<file path="src/rtl/mod_counter_seg_if.sv">
// Control and display bundle for the modulo-N counter.
// The master side supplies enable, clear and terminal count; the slave side
// (the counter itself) returns the count, the wrap tick and the segment drive.
interface mod_counter_seg_if;
  logic       en;
  logic       clear;
  logic [3:0] limit;
  logic [3:0] count;
  logic       tick;
  logic [6:0] seg;

  modport master (
    output en,
    output clear,
    output limit,
    input  count,
    input  tick,
    input  seg
  );

  modport slave (
    input  en,
    input  clear,
    input  limit,
    output count,
    output tick,
    output seg
  );
endinterface : mod_counter_seg_if

</file>
<file path="src/rtl/mod_counter_seg.sv">
// Programmable modulo-N counter with a prescaler, a registered wrap tick and
// an active-low 7-segment hex decode of the current count.
// The terminal count is latched at reset, clear or wrap only, so a change on
// the limit input never truncates or extends the period in progress.
module mod_counter_seg #(
  parameter int PRESCALE = 1,
  parameter int PS_WIDTH = 24
) (
  input  logic              clk_i,
  input  logic              reset_i,
  mod_counter_seg_if.slave  cnt_bus
);

  localparam logic [PS_WIDTH-1:0] PS_LAST = PS_WIDTH'(PRESCALE - 1);

  logic [PS_WIDTH-1:0] psc_q, psc_d;
  logic [3:0]          lim_q, lim_d;
  logic [3:0]          count_q, count_d;
  logic                tick_q, tick_d;
  logic                step_s;

  // Active-low segment pattern {g,f,e,d,c,b,a} for one hex digit.
  function automatic logic [6:0] seg_decode(input logic [3:0] digit);
    logic [6:0] pat;
    case (digit)
      4'h0:    pat = 7'b1000000;
      4'h1:    pat = 7'b1111001;
      4'h2:    pat = 7'b0100100;
      4'h3:    pat = 7'b0110000;
      4'h4:    pat = 7'b0011001;
      4'h5:    pat = 7'b0010010;
      4'h6:    pat = 7'b0000010;
      4'h7:    pat = 7'b1111000;
      4'h8:    pat = 7'b0000000;
      4'h9:    pat = 7'b0010000;
      4'hA:    pat = 7'b0001000;
      4'hB:    pat = 7'b0000011;
      4'hC:    pat = 7'b1000110;
      4'hD:    pat = 7'b0100001;
      4'hE:    pat = 7'b0000110;
      4'hF:    pat = 7'b0001110;
      default: pat = 7'b1111111;
    endcase
    return pat;
  endfunction

  // Next-state logic: clear, then prescaler advance and count step or wrap.
  always_comb begin
    psc_d   = psc_q;
    lim_d   = lim_q;
    count_d = count_q;
    tick_d  = 1'b0;
    step_s  = 1'b0;
    if (cnt_bus.clear) begin
      // Restart exactly like reset; a wrap on this edge is discarded.
      psc_d   = '0;
      count_d = 4'd0;
      lim_d   = cnt_bus.limit;
    end else if (cnt_bus.en) begin
      if (psc_q == PS_LAST) begin
        psc_d  = '0;
        step_s = 1'b1;
      end else begin
        psc_d  = psc_q + PS_WIDTH'(1);
        step_s = 1'b0;
      end
      if (step_s) begin
        // ">=" keeps the counter bounded even if lim_q shrank below count_q.
        if (count_q >= lim_q) begin
          count_d = 4'd0;
          tick_d  = 1'b1;
          lim_d   = cnt_bus.limit;
        end else begin
          count_d = count_q + 4'd1;
          tick_d  = 1'b0;
        end
      end else begin
        count_d = count_q;
      end
    end else begin
      // Disabled: everything holds, tick drops.
      psc_d   = psc_q;
      count_d = count_q;
    end
  end

  // State registers with synchronous active-high reset that reloads the limit.
  always_ff @(posedge clk_i) begin
    if (reset_i) begin
      psc_q   <= '0;
      count_q <= 4'd0;
      tick_q  <= 1'b0;
      lim_q   <= cnt_bus.limit;
    end else begin
      psc_q   <= psc_d;
      count_q <= count_d;
      tick_q  <= tick_d;
      lim_q   <= lim_d;
    end
  end

  assign cnt_bus.count = count_q;
  assign cnt_bus.tick  = tick_q;
  // Display follows the count in the same cycle with no extra register.
  assign cnt_bus.seg   = seg_decode(count_q);

endmodule : mod_counter_seg
</file>
<file path="src/flat_wrapper.sv">
// flat-port wrapper written by rule: the top's interface ports become plain ports
module mod_counter_seg_flat 
#(
  parameter int PRESCALE = 1,
  parameter int PS_WIDTH = 24
)
  (clk_i, reset_i, cnt_bus_en, cnt_bus_clear, cnt_bus_limit, cnt_bus_count, cnt_bus_tick, cnt_bus_seg);
  mod_counter_seg_if cnt_bus_i ();
  input  logic clk_i;
  input  logic reset_i;
  input wire logic [$bits(cnt_bus_i.en)-1:0] cnt_bus_en;
  input wire logic [$bits(cnt_bus_i.clear)-1:0] cnt_bus_clear;
  input wire logic [$bits(cnt_bus_i.limit)-1:0] cnt_bus_limit;
  output wire logic [$bits(cnt_bus_i.count)-1:0] cnt_bus_count;
  output wire logic [$bits(cnt_bus_i.tick)-1:0] cnt_bus_tick;
  output wire logic [$bits(cnt_bus_i.seg)-1:0] cnt_bus_seg;
  assign cnt_bus_i.en = cnt_bus_en;
  assign cnt_bus_i.clear = cnt_bus_clear;
  assign cnt_bus_i.limit = cnt_bus_limit;
  assign cnt_bus_count = cnt_bus_i.count;
  assign cnt_bus_tick = cnt_bus_i.tick;
  assign cnt_bus_seg = cnt_bus_i.seg;
  mod_counter_seg #(.PRESCALE(PRESCALE), .PS_WIDTH(PS_WIDTH)) u_core (.clk_i(clk_i), .reset_i(reset_i), .cnt_bus(cnt_bus_i));
endmodule
</file>
<file path="config.mk">
export PLATFORM = sky130hd
export DESIGN_NAME = mod_counter_seg_flat
export DESIGN_NICKNAME = d
export VERILOG_FILES = /design/src/rtl/mod_counter_seg_if.sv /design/src/rtl/mod_counter_seg.sv /design/src/flat_wrapper.sv
export SDC_FILE = /design/constraint.sdc
export NUM_CORES = 1
export LEC_CHECK = 0
export ABC_CLOCK_PERIOD_IN_PS = 3400
export CAP_MARGIN = 20
export CELL_PAD_IN_SITES_DETAIL_PLACEMENT = 1
export CELL_PAD_IN_SITES_GLOBAL_PLACEMENT = 1
export CORE_MARGIN = 8
export CORE_UTILIZATION = 35
export DETAILED_ROUTE_END_ITERATION = 12
export PLACE_DENSITY_LB_ADDON = 0.1
export SYNTH_ARGS = -nofsm -noshare
export SYNTH_HDL_FRONTEND = slang
export SYNTH_SLANG_ARGS = --single-unit
</file>
<file path="constraint.sdc">
create_clock -name clk_i -period 3.4 [get_ports clk_i]
set_clock_uncertainty 0.1 [all_clocks]
set_input_delay 0.68 -clock clk_i [delete_from_list [all_inputs] [get_ports clk_i]]
set_output_delay 0.68 -clock clk_i [all_outputs]
set_load 0.01 [all_outputs]
</file>
==> impl_metrics.csv <==
group,metric,value,unit
yosys,synth_edf_count,4,
grt,grt_pass1_vias,1626,
cts,cts_buffers,5,
layout,seq_area,841,um^2
layout,layout.nets,264,
grt,grt-ovfl-total,0,
grt,grt_util_met2,19.1,%
yosys,yosysSeqAreaShare,41.9,%
worst_setup_path,startpoint_type,"register",
worst_setup_path,r2r-end,"u_core.cnt_bus.seg[5]",
cts,cts_setup_buffers,0,
timing,slew_viol_final,0,
timing,finalHoldViolations,0,
timing,tns,0,ps
die,die_w,91.7,um
cts,clk_latency,290,ps
worst_setup_path,crit-reg2reg-launch,"u_core.cnt_bus.count[0]",
timing,rsz0062_at_grt,"no",
power,p_leak,0.000937,uW
yosys,synth_most_common_cell,"dfxtp_1",
worst_hold_path,hp-start,"u_core.psc_q[23]",
yosys,synthFlopType,"dfxtp_1",
yosys,yosys-top-cells-area,"dfxtp_1, ha_1, xor2_1",
layout,fillCellCount,654,
timing,relSlewSlack,59.3,%
route,num_vias,1554,
die,boundaryPins,20,
place,routabilityCongestion,0.815,
cts,ctsHoldBuffers,0,
die,design.die.area,8410,um^2
grt,grtUsageMet3,3.18,%
route,drc,0,
cts,cts_tree,"yes",
route,drt-total-wl,4.39,mm
worst_hold_path,whs_endpoint,"u_core.psc_q[23]",
grt,antenna_found_initial,0,
yosys,yosys.area.top_type,"dfxtp_1",
cts,post_cts_resize_count,0,
timing,max_freq,0.318,GHz
worst_setup_path,crit_path_end_kind,"register",
worst_hold_path,min-delay-path-class,"register to register",
cts,path_clk_slew,80,ps
route,postRouteAntennaNets,0,
worst_hold_path,hold_depth,2,
yosys,synthesis.nets,233,
yosys,yosysWarnings,0,
cts,clock-root-buffer,"clkbuf_8",
cts,cts_max_level,2,
layout,multi_input_area,1090,um^2
die,core,5510,um^2
worst_setup_path,cp_slowest_stage_delay,480,ps
yosys,synth_cells,212,
yosys,ys_ff_latch,40,
worst_setup_path,crit_slowest_cell,"a2111o_1",
place,numPortBuffers,19,
power,peakVddDrop,209,uV
job,cap_viol_max_count,0,
yosys,synthDistinctLibCells,47,
cts,clk_path_buf_depth,2,
run_status,status,"finished clean",
yosys,syn-cell-area,2010,um^2
worst_setup_path,path_cells,"inv_1, ha_1, nand2b_1, a2111o_1, and2_1, o31ai_1, and2_1, inv_1, ha_1, a22oi_1, o22ai_1",
route,drt_iter0_markers,42,
worst_setup_path,path_class,"register to register",
grt,grt_pass1_wl,7.72,mm
timing,setup_viol,0,
timing,post-route-period-util,92.5,%
worst_setup_path,cp.arrival,3220,ps
grt,grtUsageMet1,12.6,%
yosys,synthArstFlopShare,0,%
route,first_pass_iters,4,
worst_setup_path,required,3470,ps
route,avgViaCountPerCell,4.92,
yosys,avgSynthCellArea,9.46,um^2
timing,min_period,3150,ps
layout,final_util,44.2,%
worst_setup_path,reg2reg_depth,11,
yosys,synth_top_area_share,35.9,%
layout,antennaDiodeCount,0,
route,wl_per_cell,13.9,um
timing,tightest_slew,604,ps
die,die_h,91.7,um
die,rows,27,
layout,syn2layout_area_growth,21.4,%
power,finalPower,935,uW
grt,grt_max_degree,25,
die,start_util,36.4,%
cts,cts.sinks,40,
layout,drive_gt1_share,11.5,%
grt,grt_usage,11.0,%
worst_setup_path,r2r_slack,250,ps
yosys,yosys-top-cells-count,"dfxtp_1, nor2_1, xor2_1",
worst_setup_path,crit_path_max_fanout,6,
grt,grt_busiest_layer,"met2",
power,powerDensity,384,nW/um^2
place,dpl.hpwl,3.38,mm
logic make-up after synthesis:
| kind of cell | synth area share, % |
|---|---|
| simple gates | 25.8 |
| flops | 41.9 |
| xor+xnor | 10.0 |
| compound gates | 8.80 |
| buf+inv | 3.87 |
| fa+ha+maj | 8.11 |
| mux | 1.50 |
routing by layer:
| metal | wire, um | vias up |
|---|---|---|
| met5 | 0 | - |
| met4 | 63 | 0 |
| met3 | 163 | 6 |
| met2 | 2180 | 21 |
| met1 | 1990 | 734 |
| li1 | - | 793 |
layout by cell type (no fill, tap or decap), types with 2 or more instances in the layout:
master	synthesis	routed
inv_1	11	11
and3_1	3	3
nor4_1	3	3
buf_4	1	9
edfxtp_1	4	4
clkdlybuf4s50_1	0	19
dfxtp_1	36	36
o21ai_1	2	2
a22oi_1	3	3
o31ai_1	3	3
nor2_1	32	32
and4_1	2	2
nand4_1	6	6
xnor2_1	7	7
mux2i_1	3	3
o21ai_0	4	4
ha_1	13	13
a21oi_1	2	2
nand3_1	11	11
nor3_1	6	6
and2_1	3	3
nand2_1	15	15
clkbuf_8	0	5
xor2_1	16	16
report_power, final:
group / total, uW / internal (uW) / leakage [uW] / switching, uW
clock network: 382 / 218 / 0.0000552 / 164
registers: 488 / 484 / 0.000332 / 4.02
logic: 64.8 / 32.2 / 0.000550 / 32.6
total: 935 / 734 / 0.000937 / 201
how the worst max path moves through the flow:
| stage | start | endpoint | slack (ps) | cells past startpoint |
|---|---|---|---|---|
| 2_1_floorplan | cnt_bus_en | u_core.cnt_bus.seg[3] | 500 | 11 |
| 3_3_place_gp | cnt_bus_en | u_core.cnt_bus.seg[0] | 180 | 10 |
| 3_5_place_dp | cnt_bus_en | u_core.cnt_bus.seg[5] | 40 | 10 |
| 4_1_cts | u_core.cnt_bus.count[0] | u_core.cnt_bus.seg[5] | 260 | 11 |
| 5_1_grt | u_core.cnt_bus.count[0] | u_core.cnt_bus.seg[5] | 50 | 11 |
| 6_report | u_core.cnt_bus.count[0] | u_core.cnt_bus.seg[5] | 250 | 11 |
per-stage QoR:
| step | hold WS [ps] | std cells | instance area [um^2] | worst slack [ps] |
|---|---|---|---|---|
| global route | 486 | 316 | 2430 | 47.2 |
| detailed placement | 422 | 308 | 2330 | 38.5 |
| floorplan | 385 | 212 | 2010 | 504 |
| global placement | 415 | 308 | 2330 | 180 |
| CTS | 445 | 316 | 2430 | 262 |
| finish | 437 | 316 | 2430 | 254 |
sequential cells by signal, indices dropped and copies added, names as in the netlist:
| register | flops |
|---|---|
| u_core.cnt_bus.seg | 7 |
| u_core.cnt_bus.count | 4 |
| u_core.psc_q | 24 |
| u_core.lim_q | 4 |
| u_core.cnt_bus.tick | 1 |
critical path: cells and delay by family (launching register included):
kind,cells,cell delay [ps]
adders and majority gates,2,580
AOI/OAI and AO/OA,4,1050
buffers and inverters,2,210
DFF,1,470
and+or+nand+nor,3,610
layout make-up:
| class | count | area share [%] |
|---|---|---|
| tap | 72 | 3.70 |
| sequential | 40 | 34.5 |
| clock buffer | 6 | 2.98 |
| inverter | 13 | 2.11 |
| multi-input combinational | 155 | 44.7 |
| clock inverter | 2 | 1.44 |
| timing repair buffer | 28 | 10.6 |
Note: power is estimated with default switching activity, not from simulation.
